==> src/rtl/fetch_unit_if.sv <==
// Fetch-side bus bundle: instruction-memory request/response channel plus the
// held-instruction channel toward the core datapath.
interface fetch_unit_if #(
  parameter int XLEN = 32
);
  logic            imem_req_valid;
  logic            imem_req_ready;
  logic [XLEN-1:0] imem_req_addr;
  logic            imem_rsp_valid;
  logic [XLEN-1:0] imem_rsp_data;
  logic            instr_valid;
  logic            instr_ready;
  logic [XLEN-1:0] instr;
  logic [XLEN-1:0] instr_pc;
  logic [XLEN-1:0] instr_pc_plus4;

  modport master (
    output imem_req_valid, imem_req_addr,
    input  imem_req_ready, imem_rsp_valid, imem_rsp_data,
    output instr_valid, instr, instr_pc, instr_pc_plus4,
    input  instr_ready
  );

  modport slave (
    input  imem_req_valid, imem_req_addr,
    output imem_req_ready, imem_rsp_valid, imem_rsp_data,
    input  instr_valid, instr, instr_pc, instr_pc_plus4,
    output instr_ready
  );
endinterface

==> src/rtl/fetch_unit.sv <==
// Instruction fetch front end: owns the PC, issues one outstanding imem request
// at a time and holds the fetched word until the core accepts it.
module fetch_unit #(
  parameter int              XLEN      = 32,
  parameter logic [XLEN-1:0] RESET_PC  = 32'h0000_0000,
  parameter logic [XLEN-1:0] NOP_INSTR = 32'h0000_0013
) (
  input  logic            clk,
  input  logic            reset_n,
  input  logic            pc_src,
  input  logic [XLEN-1:0] pc_target,
  output logic            misalign,
  output logic [31:0]     fetch_count,
  fetch_unit_if.master    bus
);

  typedef enum logic [1:0] {
    IDLE = 2'd0,
    REQ  = 2'd1,
    WAIT = 2'd2,
    HOLD = 2'd3
  } state_t;

  state_t          state_r;
  logic [XLEN-1:0] pc_r;
  logic            req_valid_r;
  logic [XLEN-1:0] req_addr_r;
  logic            instr_valid_r;
  logic [XLEN-1:0] instr_r;
  logic [XLEN-1:0] instr_pc_r;
  logic            misalign_r;
  logic [31:0]     fetch_count_r;

  logic            accept_s;
  logic [XLEN-1:0] next_pc_s;
  logic            misalign_s;

  assign accept_s = instr_valid_r & bus.instr_ready;

  // Next PC and misalignment flag, only consumed on an accept cycle
  always_comb begin
    next_pc_s  = pc_r + XLEN'(4);
    misalign_s = 1'b0;
    if (pc_src) begin
      next_pc_s  = {pc_target[XLEN-1:2], 2'b00};
      misalign_s = (pc_target[1:0] != 2'b00);
    end else begin
      next_pc_s  = pc_r + XLEN'(4);
      misalign_s = 1'b0;
    end
  end

  // Fetch FSM with all registered outputs
  always_ff @(posedge clk or negedge reset_n) begin
    if (!reset_n) begin
      state_r       <= IDLE;
      pc_r          <= RESET_PC;
      req_valid_r   <= 1'b0;
      req_addr_r    <= RESET_PC;
      instr_valid_r <= 1'b0;
      instr_r       <= NOP_INSTR;
      instr_pc_r    <= RESET_PC;
      misalign_r    <= 1'b0;
      fetch_count_r <= 32'd0;
    end else begin
      misalign_r <= 1'b0;
      case (state_r)
        IDLE: begin
          state_r     <= REQ;
          req_valid_r <= 1'b1;
          req_addr_r  <= pc_r;
        end
        REQ: begin
          if (req_valid_r && bus.imem_req_ready) begin
            req_valid_r <= 1'b0;
            state_r     <= WAIT;
          end else begin
            req_valid_r <= 1'b1;
            req_addr_r  <= pc_r;
          end
        end
        WAIT: begin
          if (bus.imem_rsp_valid) begin
            instr_r       <= bus.imem_rsp_data;
            instr_pc_r    <= pc_r;
            instr_valid_r <= 1'b1;
            state_r       <= HOLD;
          end else begin
            state_r <= WAIT;
          end
        end
        HOLD: begin
          if (accept_s) begin
            pc_r          <= next_pc_s;
            misalign_r    <= misalign_s;
            fetch_count_r <= fetch_count_r + 32'd1;
            instr_valid_r <= 1'b0;
            instr_r       <= NOP_INSTR;
            req_valid_r   <= 1'b1;
            req_addr_r    <= next_pc_s;
            state_r       <= REQ;
          end else begin
            state_r <= HOLD;
          end
        end
        default: begin
          state_r     <= IDLE;
          req_valid_r <= 1'b0;
        end
      endcase
    end
  end

  assign bus.imem_req_valid = req_valid_r;
  assign bus.imem_req_addr  = req_addr_r;
  assign bus.instr_valid    = instr_valid_r;
  assign bus.instr          = instr_r;
  assign bus.instr_pc       = instr_pc_r;
  assign bus.instr_pc_plus4 = instr_pc_r + XLEN'(4);
  assign misalign           = misalign_r;
  assign fetch_count        = fetch_count_r;

endmodule
==> src/flat_wrapper.sv <==
// flat-port wrapper written by rule: the top's interface ports become plain ports
module fetch_unit_flat 
#(
  parameter int              XLEN      = 32,
  parameter logic [XLEN-1:0] RESET_PC  = 32'h0000_0000,
  parameter logic [XLEN-1:0] NOP_INSTR = 32'h0000_0013
)
  (clk, reset_n, pc_src, pc_target, misalign, fetch_count, bus_imem_req_valid, bus_imem_req_addr, bus_imem_req_ready, bus_imem_rsp_valid, bus_imem_rsp_data, bus_instr_valid, bus_instr, bus_instr_pc, bus_instr_pc_plus4, bus_instr_ready);
  fetch_unit_if #(.XLEN(XLEN)) bus_i ();
  input  logic clk;
  input  logic reset_n;
  input  logic pc_src;
  input  logic [XLEN-1:0] pc_target;
  output logic misalign;
  output logic [31:0] fetch_count;
  output wire logic [$bits(bus_i.imem_req_valid)-1:0] bus_imem_req_valid;
  output wire logic [$bits(bus_i.imem_req_addr)-1:0] bus_imem_req_addr;
  input wire logic [$bits(bus_i.imem_req_ready)-1:0] bus_imem_req_ready;
  input wire logic [$bits(bus_i.imem_rsp_valid)-1:0] bus_imem_rsp_valid;
  input wire logic [$bits(bus_i.imem_rsp_data)-1:0] bus_imem_rsp_data;
  output wire logic [$bits(bus_i.instr_valid)-1:0] bus_instr_valid;
  output wire logic [$bits(bus_i.instr)-1:0] bus_instr;
  output wire logic [$bits(bus_i.instr_pc)-1:0] bus_instr_pc;
  output wire logic [$bits(bus_i.instr_pc_plus4)-1:0] bus_instr_pc_plus4;
  input wire logic [$bits(bus_i.instr_ready)-1:0] bus_instr_ready;
  assign bus_imem_req_valid = bus_i.imem_req_valid;
  assign bus_imem_req_addr = bus_i.imem_req_addr;
  assign bus_i.imem_req_ready = bus_imem_req_ready;
  assign bus_i.imem_rsp_valid = bus_imem_rsp_valid;
  assign bus_i.imem_rsp_data = bus_imem_rsp_data;
  assign bus_instr_valid = bus_i.instr_valid;
  assign bus_instr = bus_i.instr;
  assign bus_instr_pc = bus_i.instr_pc;
  assign bus_instr_pc_plus4 = bus_i.instr_pc_plus4;
  assign bus_i.instr_ready = bus_instr_ready;
  fetch_unit #(.XLEN(XLEN), .RESET_PC(RESET_PC), .NOP_INSTR(NOP_INSTR)) u_core (.clk(clk), .reset_n(reset_n), .pc_src(pc_src), .pc_target(pc_target), .misalign(misalign), .fetch_count(fetch_count), .bus(bus_i));
endmodule
==> config.mk <==
export PLATFORM = sky130hd
export DESIGN_NAME = fetch_unit_flat
export DESIGN_NICKNAME = d
export VERILOG_FILES = /design/src/rtl/fetch_unit_if.sv /design/src/rtl/fetch_unit.sv /design/src/flat_wrapper.sv
export SDC_FILE = /design/constraint.sdc
export NUM_CORES = 1
export LEC_CHECK = 0
export ABC_AREA = 1
export BUFFER_PORTS_ARGS = -buffer_cell sky130_fd_sc_hd__buf_4
export CORE_UTILIZATION = 52
export DETAILED_ROUTE_END_ITERATION = 10
export HOLD_SLACK_MARGIN = 0.1
export PLACE_DENSITY = 0.77
export SETUP_SLACK_MARGIN = 0.1
export SYNTH_ARGS = -nofsm -noshare
export SYNTH_HDL_FRONTEND = slang
export SYNTH_SLANG_ARGS = --single-unit
==> constraint.sdc <==
create_clock -name clk -period 2.1 [get_ports clk]
set_clock_uncertainty 0.1 [all_clocks]
set_input_delay 0.21 -clock clk [delete_from_list [all_inputs] [get_ports clk]]
set_output_delay 0.21 -clock clk [all_outputs]
set_load 0.02 [all_outputs]
After elaboration in Yosys (flattened, before gate mapping):

Cells that the tools add are included.

* RAM bits: 0
* bits of input ports: 70
* memories: 0
* flip-flop bits (word level): 165
* output and inout bits: 163
* latch bits: 0
* ROM bits: 0

* bitwise logic cells: 1
* $mul: 0
* order comparisons: 0
* mux-type cells: 20
* reduce and logical (&&, ||, !) cells: 10
* shift-type cells: 0
* add/sub/neg operators: 3
* equality and inequality tests: 7
* div/mod/pow operators: 0

Operators by type and width (number)
* $mux W32: 5
* $pmux W32 S3: 1
* $add A32 B3 Y32 const B: 2
* $pmux W32 S2: 1
* $add A32 B1 Y32 const B: 1
* $mux W1: 8
* $pmux W2 S4: 1
* $reduce_and A2 Y1: 3
* $reduce_and A3 Y1: 2
* $eq A2 B2 Y1 const B: 2
* $mux W2: 2
* $ne A2 B1 Y1 const B: 2
* $ne A2 B2 Y1 const B: 2
* $reduce_bool A2 Y1: 2
* $pmux W1 S3: 1
* $reduce_bool A3 Y1: 1
* $eq A2 B1 Y1 const B: 1
* $logic_not A2 Y1: 1
* $pmux W1 S2: 1
* $and A1 B1 Y1: 1
* $logic_and A1 B1 Y1: 1

Logic depth before layout (Yosys ltp):

* depth in word-level cells: 4
* depth in mapped cells: 13
* mapped depth without buffers: 13

Least setup slack after synthesis:

OpenSTA, ideal clock, no wires.

* kind: register to output
* start: reg u_core.instr_pc_r[7] (netlist: u_core.bus.instr_pc[7])
* end: out bus_instr_pc_plus4[28]
* required time: 1790 ps
* arrival: 1774 ps
* cell stages (with the launch flop): 9
* path slack: 16 ps
* cells stage by stage: dfrtp_1 inv_1 nor3_2 nand2_1 nor2_2 nand2_1 nor2_1 nand2_1 xnor2_1

* longest elaborated chain between the ends: 1

Ends and longest elaborated chain
* from (decl): line fetch_unit.sv:30 `logic [XLEN-1:0] instr_pc_r;`
* from (signal assigned): line fetch_unit.sv:85 `instr_pc_r <= pc_r;`
* $add A32 B3 Y32: line fetch_unit.sv:119 `assign bus.instr_pc_plus4 = instr_pc_r + XLEN'(4);`
* to (decl): line flat_wrapper.sv:24 `output wire logic [$bits(bus_i.instr_pc_plus4)-1:0] bus_instr_pc_plus4;`

Every way passes these cells.

Worst setup path in the final report:

* start: reg u_core.instr_pc_r[9] (netlist: u_core.bus.instr_pc[9])
* end: out bus_instr_pc_plus4[22]

The elaborated chain is that of the path after synthesis.

==> key figures <==
Synth
  • Seq/Total Area, Yosys: 47.0%
  • Avg Inst Size Synth: 7.65 um^2
  • Seq cells post-synth: 165
  • Unique cell type count in the Yosys netlist: 38
  • Cell count after synthesis: 1150
  • Syn_nets: 1223
  • Cell area after synthesis: 8800 um^2
  • Yosys warns: 0

Clock network
  • Clock Pin Slew Worst Setup and Hold Paths: 0.07 ns
  • Root Buffer: clkbuf_16
  • TritonCTS clock tree: built
  • CTS Sinks: 165
  • H-tree Lvls: 4
  • Clock buffer count from CTS: 17
  • Clock Latency Late Sink: 0.43 ns
  • Clk buf depth: 2

GRT
  • GRT busiest layer: met2
  • Grt met2 use: 53.7%
  • First-pass GRT wire length: 45.6 mm
  • Met3 usage: 5.42%
  • Gr ovfl total: 0
  • Antenna violations before repair: 0
  • Global router's overall resource usage: 33.2%
  • Number of global-route vias before repair: 9016
  • GR Util met1: 44.5%
  • Largest net degree at the start of global routing: 69

Floorplan
  • Top Ports: 233
  • Die area: 17400 um^2
  • Width of the die: 132 um
  • Die Ht: 132 um
  • Num rows: 47
  • Initial Util: 53.3%
  • Core area: 16500 um^2

Finish
  • Area grow syn2layout: 49.4%
  • Commonest cells after routing, fill and taps aside: nand2_1 (350), buf_4 (296), dfrtp_1 (155)
  • Nets: 1589
  • Most common cell after layout, fill and taps aside: nand2_1
  • Diode count: 0
  • Fraction of layout instances using a drive strength above 1: 29.7%

Flow run
  • Total of max-cap violations: 0

Setup path
  • Most used cell, CP: nand2_1
  • Worst path slowest cell: dfrtp_1
  • Cell count of the worst reg-to-reg path: 9
  • CP max stage delay: 0.38 ns
  • Critical Path RT: 1.79 ns
  • CP startpoint kind: flip-flop
  • Crit path DAT: 2.10 ns
  • Cell chain of the critical path: inv_2 > nor4_1 > buf_4 > nand2_1 > nor2_1 > nand2_1 > nand2_1 > nand2_1 > buf_4
  • Setup CP Type: flip-flop to primary output
  • Kind of end point of the critical path: primary output
  • Crit path max fanout: 4

Drt
  • Final ANT Viol Nets: 0
  • Via Count: 9514
  • Remaining DRCs: 0
  • DRT Pass-1 Iters: 5
  • WL per Instance: 17.2 um
  • DRT iter0 DRCs: 745
  • Via-per-instance ratio: 5.44
  • Drt total wl: 30.1 mm

Power
  • PwrDens: 1430 nW/um^2
  • Overall power: 0.0187 W
  • Pleak: 6.55 nW
  • Peak VDD IR: 0.782 mV

Status
  • Outcome: complete, but fails checks
  • Violated checks: setup timing

Placement
  • Hpwl dp: 19.1 mm
  • Placer congestion estimate: 0.919
  • IO buf count: 232

Timing
  • Final setup fails: 24
  • Worst Max-Slew Pin Slew: 0.743 ns
  • Period Utilization, post-route: 115%
  • Final TNS setup: -4.59 ns
  • Hold Vio Cnt, Final: 0
  • RSZ-0062 raised after global routing: true
  • Fin crit period: 2.41 ns
  • Slew headroom: 50.4%
  • Max frequency: 0.414 GHz
  • Max-slew violations: 0
  • Worst setup margin: -0.313 ns

Worst hold path
  • Hold Path Class: input port to asynchronous set/reset pin
==> cells in the mapped netlist, drive strengths merged <==
| cell type | number | area, um^2 |
|---|---|---|
| xor2 | 38 | 333 |
| nor3b | 5 | 42.5 |
| nand4 | 15 | 100 |
| a31oi | 16 | 100 |
| a22o | 29 | 254 |
| or2 | 2 | 12.5 |
| inv | 98 | 368 |
| o211ai | 5 | 37.5 |
| o21ai | 79 | 395 |
| buf | 16 | 88.8 |
| dfstp | 3 | 78.8 |
| xnor2 | 15 | 131 |
| nor3 | 21 | 121 |
| o21a | 1 | 7.51 |
| nor4 | 2 | 12.5 |
| dfrtp | 162 | 4050 |
| a21oi | 38 | 190 |
| nand3 | 67 | 335 |
| ha | 3 | 37.5 |
| o22a | 3 | 26.3 |
| nor2 | 124 | 503 |
| nand2 | 377 | 1440 |
| nand3b | 5 | 37.5 |
| clkbuf | 26 | 97.6 |
==> layout make-up <==
type / count / area, um^2
clock inverters: 15 / 158
fillers: 1117 / 3380
inverters: 98 / 374
flip-flops and latches: 165 / 4140
clock buffers: 17 / 425
repair buffers: 388 / 3230
multi-input cells: 846 / 4540
well taps: 220 / 275
==> flip-flops by register name, summed over array words and instances (netlist names) <==
| register | cells |
|---|---|
| u_core.bus.imem_req_addr | 32 |
| u_core.bus.instr | 32 |
| u_core.bus.instr_pc | 32 |
| u_core.fetch_count | 32 |
| u_core.pc_r | 32 |
| u_core.state_r | 2 |
| u_core.bus.imem_req_valid | 1 |
| u_core.bus.instr_valid | 1 |
| u_core.misalign | 1 |
==> cell families (layout without fill, tap and decap cells) <==
logic type	count (synthesis)	count (layout)	synth area share (%)
AND/OR/NAND/NOR	618	619	29.5
AO/OA/AOI/OAI	171	171	11.5
flip-flops	165	165	47.0
buffers and inverters	140	518	6.30
XOR/XNOR	53	53	5.28
adder cells (fa/ha/maj)	3	3	0.427
==> where the power goes <==
group | total, W | internal [W] | switching [W]
combinational | 0.00993 | 0.00398 | 0.00595
clock | 0.00312 | 0.00169 | 0.00143
sequential | 0.00570 | 0.00448 | 0.00122
==> critical path: cells and delay by family, from the launching register on <==
family                 cells  cell delay (ns)
buffers and inverters      3             0.48
and+or+nand+nor            6             0.81
DFF                        1             0.38
==> path summary, 6_finish.rpt <==
| check | startpoint | to | slack [ns] |
|---|---|---|---|
| min in group clk | pc_src | u_core.pc_r[0]$_DFFE_PN0P_ | 0.24 |
| setup reg to reg | u_core.bus.instr_valid$_DFFE_PN0P_ | u_core.fetch_count[18]$_DFFE_PN0P_ | 0.14 |
| setup / recovery | u_core.bus.instr_pc[9]$_DFFE_PN0P_ | bus_instr_pc_plus4[22] | -0.31 |
| hold reg to reg | u_core.bus.imem_req_addr[26]$_DFFE_PN0P_ | u_core.bus.imem_req_addr[26]$_DFFE_PN0P_ | 0.38 |
| max in group asynchronous | reset_n | u_core.bus.instr[0]$_DFFE_PN1P_ | 1.04 |
| hold / removal | reset_n | u_core.bus.instr_pc[26]$_DFFE_PN0P_ | 0.18 |
==> per-stage QoR <==
| step | hold WS [ns] | setup slack, ns | util, % | instances | instance area, um^2 |
|---|---|---|---|---|---|
| 2_1_floorplan | -0.186 | 0.100 | - | 1150 | 8830 |
| 3_3_place_gp | 0.0691 | 0.00515 | 67.1 | 1608 | 11100 |
| 3_5_place_dp | 0.0695 | -0.0885 | 67.1 | 1608 | 11100 |
| 4_1_cts | 0.180 | -0.179 | 77.4 | 1733 | 12800 |
| 5_1_grt | 0.199 | -0.397 | 79.5 | 1749 | 13100 |
| 6_report | 0.182 | -0.313 | 79.5 | 1749 | 13100 |
==> what timing repair did <==
action	CTS	global route
setup endpoints to repair	31	60
endpoints found under the hold margin	250	0
buffers inserted	26	17
gates resized for setup	66	63
hold buffers	67	0
pin swaps	28	36
cloned	0	1
==> per-layer routing <==
layer,up-vias,share of wire [%]
li1,4451,-
met1,4453,41
met2,514,48
met3,96,8.0
met4,0,3.6
met5,-,0
No activity file was read; power rests on OpenSTA's default activity.
